### config.mk
export PLATFORM = sky130hd
export DESIGN_NAME = seq_unrotator
export DESIGN_NICKNAME = d
export VERILOG_FILES = /design/src/rtl/seq_unrotator.sv
export SDC_FILE = /design/constraint.sdc
export NUM_CORES = 1
export LEC_CHECK = 0
export CORE_MARGIN = 5
export CORE_UTILIZATION = 45
export CTS_BUF_LIST = sky130_fd_sc_hd__clkbuf_2
export DETAILED_ROUTE_END_ITERATION = 16
export HOLD_SLACK_MARGIN = 0.15
export PLACE_DENSITY_LB_ADDON = 0.12
export SYNTH_ARGS = -nofsm -noshare
export SYNTH_HDL_FRONTEND = slang
export SYNTH_SLANG_ARGS = --single-unit
### constraint.sdc
create_clock -name clk -period 2.5 [get_ports clk]
set_input_delay 0.25 -clock clk [delete_from_list [all_inputs] [get_ports clk]]
set_output_delay 0.25 -clock clk [all_outputs]
set_load 0.02 [all_outputs]
### src/rtl/seq_unrotator.sv
// Multi-cycle inverse rotator: undoes a forward rotate by stepping one bit per
// clock in the opposite direction, with a start/busy/done handshake.
module seq_unrotator #(
  parameter int DATA_WIDTH = 8,
  parameter int AMT_WIDTH  = 3
) (
  input  logic                  clk,
  input  logic                  reset,
  input  logic                  start,
  input  logic [DATA_WIDTH-1:0] a,
  input  logic [AMT_WIDTH-1:0]  amt,
  input  logic                  choice,
  output logic                  busy,
  output logic                  ready,
  output logic                  done,
  output logic [DATA_WIDTH-1:0] y
);

  typedef enum logic [1:0] {
    IDLE  = 2'd0,
    SHIFT = 2'd1,
    DONE  = 2'd2
  } state_t;

  state_t                state_q, state_d;
  logic [DATA_WIDTH-1:0] data_q, data_d;
  logic [AMT_WIDTH-1:0]  cnt_q, cnt_d;
  logic                  dir_q, dir_d;
  logic [DATA_WIDTH-1:0] y_q, y_d;

  always_comb begin
    state_d = state_q;
    data_d  = data_q;
    cnt_d   = cnt_q;
    dir_d   = dir_q;
    y_d     = y_q;
    case (state_q)
      IDLE: begin
        if (start) begin
          data_d  = a;
          cnt_d   = amt;
          dir_d   = choice;
          state_d = (amt == '0) ? DONE : SHIFT;
        end
      end
      SHIFT: begin
        // dir_q=1 means the forward rotator went right, so step back left.
        if (dir_q) begin
          data_d = {data_q[DATA_WIDTH-2:0], data_q[DATA_WIDTH-1]};
        end else begin
          data_d = {data_q[0], data_q[DATA_WIDTH-1:1]};
        end
        cnt_d = cnt_q - AMT_WIDTH'(1);
        if (cnt_q == AMT_WIDTH'(1)) begin
          state_d = DONE;
        end
      end
      DONE: begin
        state_d = IDLE;
      end
      default: begin
        state_d = IDLE;
      end
    endcase
    // Publish the result only as DONE is entered so partial rotations stay hidden.
    if (state_d == DONE && state_q != DONE) begin
      y_d = data_d;
    end
  end

  always_ff @(posedge clk) begin
    if (reset) begin
      state_q <= IDLE;
      data_q  <= '0;
      cnt_q   <= '0;
      dir_q   <= 1'b0;
      y_q     <= '0;
    end else begin
      state_q <= state_d;
      data_q  <= data_d;
      cnt_q   <= cnt_d;
      dir_q   <= dir_d;
      y_q     <= y_d;
    end
  end

  assign busy  = (state_q != IDLE);
  assign ready = ~busy;
  assign done  = (state_q == DONE);
  assign y     = y_q;

endmodule

# Word-level counts from Yosys, hierarchy flattened
# Cells that the tools add are included.
# word_totals
latchBits,0
input_bits,15
regBits,22
romBits,0
n_memories,0
output_inout_bits,11
ramBits,0
# classes
n_addsub,1
mul,0
div_mod_pow,0
shifts,0
n_bitwise,1
muxes,9
n_eq_ne,6
n_reduce_logical,7
magnitude_cmp,0
# ops
op,n
8-bit 2-to-1 mux,2
8-bit case mux with 2 select lines,1
2-bit 2-to-1 mux,3
3-bit case mux with 2 select lines,1
2-bit equality test (second input constant),2
2-bit != test (second input constant),2
2-bit case mux with 2 select lines,1
2-bit AND reduction,2
2-bit nonzero test,2
3-bit by 1-bit equality test with 1-bit output (second input constant),1
3-bit zero test,1
3-bit 2-to-1 mux,1
3-bit by 1-bit subtractor with 3-bit output (second input constant),1
2-bit by 1-bit equality test with 1-bit output (second input constant),1
2-bit zero test,1
1-bit logical AND,1
1-bit inverter,1

# Logic depth before layout (Yosys ltp)
# logic_depth
depth_word,6
depth_mapped,7

# Worst setup path after synthesis
# No wires, ideal clock.
# synth_timing
kind,register -> output
from,register state_q[1]
to,output port ready
n_path_buf,3
setup_slack_ns,1.011
path_stages_with_launch,6
t_required_ns,2.250
t_arrival_ns,1.239
path_cell_list,dfxtp_1 > buf_2 > buf_2 > buf_2 > or2_1 > inv_1
# synth_between
elab_chain_cells,2
# synth_rtl
item,line_no,rtl
"start, declared",25,"state_t state_q, state_d;"
"start signal, assigned",79,state_q <= state_d;
2-bit nonzero test,87,assign busy = (state_q != IDLE);
net busy,13,"output logic busy,"
1-bit inverter,88,assign ready = ~busy;
"end, declared",14,"output logic ready,"
# The timed path passes the listed nets, and every way through them passes these cells.

# Worst setup path after layout
# layout_timing
from,register state_q[1]
to,output port done
# layout_between
elab_chain_cells,1
# layout_rtl
item,line_no,rtl
2-bit equality test,89,assign done = (state_q == DONE);
"end, declared",15,"output logic done,"
# No other way between the ends.

==> results.json <==
{
  "cts_root_buf": "clkbuf_2",
  "drc_errors": 0,
  "grt_pass1_wl_mm": 5.285,
  "num_io_pins": 26,
  "setup_viol": 0,
  "num_rows": 19,
  "grt_max_degree": 23,
  "p_clk_share_pct": 19.3,
  "clk_latency_ns": 0.35,
  "layout.nets": 174,
  "cts.path.max_buffers": 2,
  "crit_buf_inv": 1,
  "worstPathRequired_ns": 2.25,
  "start_util_pct": 46.02,
  "status": "complete, no violations",
  "cp_top_family": "flip-flops",
  "post_cts_buffers": 0,
  "ant_nets": 0,
  "worst_pin_slew_ns": 0.7938,
  "clock_sinks": 22,
  "crit_type": "flip-flop to output port",
  "synth_area_mm2": 0.001236,
  "dr_total_vias": 1080,
  "combPwrFrac_pct": 27.7,
  "p_leak_nw": 0.5636,
  "synthCells": 135,
  "p_total_mw": 0.7835,
  "fin_crit_sh_pct": 88.97,
  "finalInstanceArea_mm2": 0.001518,
  "ir_drop_uv": 350.4,
  "grt_pass1_vias": 1091,
  "synthToLayoutAreaGrowth_pct": 22.77,
  "synth.area.top_cells": "dfxtp_1, mux2_2, and3b_1",
  "cts-resized-gates": 0,
  "detail_route.first_pass.iterations": 4,
  "synth_area_per_cell_um2": 9.157,
  "slowest_delay_ns": 0.80,
  "path_max_fanout": 20,
  "drtIter0Drc": 58,
  "vias_per_cell": 5.775,
  "p_per_area_mw_per_mm2": 516.2,
  "fin_skew_ns": 0.01470,
  "design.core.area_mm2": 0.002686,
  "die-area_mm2": 0.003895,
  "switching_power_mw": 0.2549,
  "clock.fmax_mhz": 449.6,
  "drive_above_1_share_pct": 12.82,
  "antenna_found_initial": 0,
  "dpl.hpwl_mm": 2.111,
  "seqPwrFrac_pct": 53.0,
  "die_h_um": 62.41,
  "grt-ovfl-total": 0,
  "yosysTopAreaCell": "dfxtp_1",
  "cap_viol_max_count": 0,
  "hp-class": "input pin to flip-flop",
  "cp_cell_sequence": "nor2b_1 > clkdlybuf4s50_1",
  "io_buffers": 25,
  "diodes": 0,
  "synth_warnings": 0,
  "final.setup.tns_ns": 0,
  "path_clk_slew_ns": 0.23,
  "crit_path_end_kind": "output port",
  "wl_per_cell_um": 16.04,
  "cts_hold_buf": 0,
  "maxSlewViolCount": 0,
  "ys_seq_area_share_pct": 35.63,
  "pre_cts_ws_ns": 0.7068,
  "cpMaxStageDelayCell": "dfxtp_1",
  "ys_seq_elements": 22,
  "cts_made_buffers": 3,
  "die-width_um": 62.41,
  "htreeDepth": 1,
  "synth_top_area_share_pct": 35.63,
  "max_slew_margin_pct": 46.92,
  "p_sw_share_pct": 32.54,
  "grt_util_all_layers_pct": 16.33,
  "cts_tree": "yes",
  "fin_ws_ns": 0.2758,
  "dpl-instance-area_mm2": 0.001499,
  "cp_data_arrival_time_ns": 1.97,
  "hold_viol": 0,
  "grt_setup_unrepaired": "no",
  "nFillCells": 260,
  "critPathLaunchType": "flip-flop",
  "synthDistinctLibCells": 31,
  "wl_mm": 2.999,
  "synth_nets": 152,
  "finalCriticalPeriod_ns": 2.224,
  "p_int_mw": 0.5286,
  "place_congestion": 0.7805
}
power by group through the flow:
| stage | combinational (mW) | clock [mW] | sequential, mW |
|---|---|---|---|
| 3_3_place_gp | 0.212 | 0 | 0.421 |
| 3_5_place_dp | 0.216 | 0 | 0.422 |
| 2_1_floorplan | 0.140 | 0 | 0.416 |
| 5_1_grt | 0.240 | 0.175 | 0.421 |
| 6_report | 0.217 | 0.151 | 0.415 |
| 4_1_cts | 0.217 | 0.151 | 0.414 |
final cells by class:
class | instances | area [um2] | area share [%]
clock buffer | 3 | 15.01 | 0.9893
clock inverter | 1 | 3.754 | 0.2473
inverter | 7 | 26.28 | 1.731
multi-input combinational | 93 | 705.7 | 46.50
sequential | 22 | 440.4 | 29.02
tap | 31 | 38.79 | 2.556
timing repair buffer | 30 | 287.8 | 18.96
path summary, 6_finish.rpt:
path	start	to	slack (ns)	cells after the start
worst min-delay path	choice	dir_q	0.50	3
worst min register to register	cnt_q[1]	cnt_q[1]	0.61	3
worst max-delay path	state_q[1]	done	0.28	2
worst max register to register	state_q[0]	y[0]	0.68	4
kinds of logic (layout without fill, tap and decap cells):
group           count (synthesis)  in the layout  synth area share (%)
flops                          22             22                 35.63
simple gates                   28             28                 16.70
fa+ha+maj                       2              2                 2.024
buf+inv                        20             41                 7.288
compound gates                 53             53                 29.45
mux                            10             10                 8.907
flip-flops by register name (all words and copies together) (netlist names):
name	count
cnt_q	3
dir_q	1
state_q	2
data_q	8
y	8
worst min-delay path: stages:
cell and delay [ns]:
clkdlybuf4s50_1 0.40, mux2i_1 0.13, nor2_1 0.05
synthesized netlist by cell type:
master,instances
dfxtp_1,22
a21oi_1,12
nor2b_1,10
a211oi_1,9
a22oi_1,8
and3b_1,8
mux2_2,8
a311oi_1,7
inv_1,7
buf_2,6
o21ai_0,6
clkbuf_1,5
o21ai_1,4
buf_4,2
ha_1,2
mux2i_1,2
nor2_1,2
nor3b_1,2
a21o_1,1
a311oi_2,1
a31oi_1,1
and2_1,1
nand2b_1,1
nor3_2,1
nor3b_2,1
nor4bb_1,1
o21a_1,1
o21bai_1,1
o221a_2,1
o311a_1,1
or2_1,1
stage by stage:
step	hold WS [ns]	std cells	utilization [%]
6_report	0.4986	187	56.50
5_1_grt	0.4696	187	56.50
3_5_place_dp	0.5786	183	55.80
4_1_cts	0.4902	187	56.50
3_3_place_gp	0.5595	183	55.80
2_1_floorplan	0.3972	135	-
layer usage:
metal	GRT usage [%]	vias up	part of all wire [%]
met3	3.237	4	4.2
met2	22.54	28	42
met1	24.20	499	52
met4	7.162	0	1.6
met5	0	-	0
li1	-	549	-
layout by cell type (no fill, tap or decap):
cell type and instances:
a211oi_1 9, a21o_1 1, a21oi_1 12, a22oi_1 8, a311oi_1 7, a311oi_2 1, a31oi_1 1, and2_1 1
and3b_1 8, buf_4 5, clkbuf_2 3, clkdlybuf4s50_1 25, clkinv_1 1, dfxtp_1 22, ha_1 2, inv_1 7
mux2_2 8, mux2i_1 2, nand2b_1 1, nor2_1 2, nor2b_1 10, nor3_2 1, nor3b_1 2, nor3b_2 1
nor4bb_1 1, o21a_1 1, o21ai_0 6, o21ai_1 4, o21bai_1 1, o221a_2 1, o311a_1 1, or2_1 1
(Power assumes the default switching activity.)
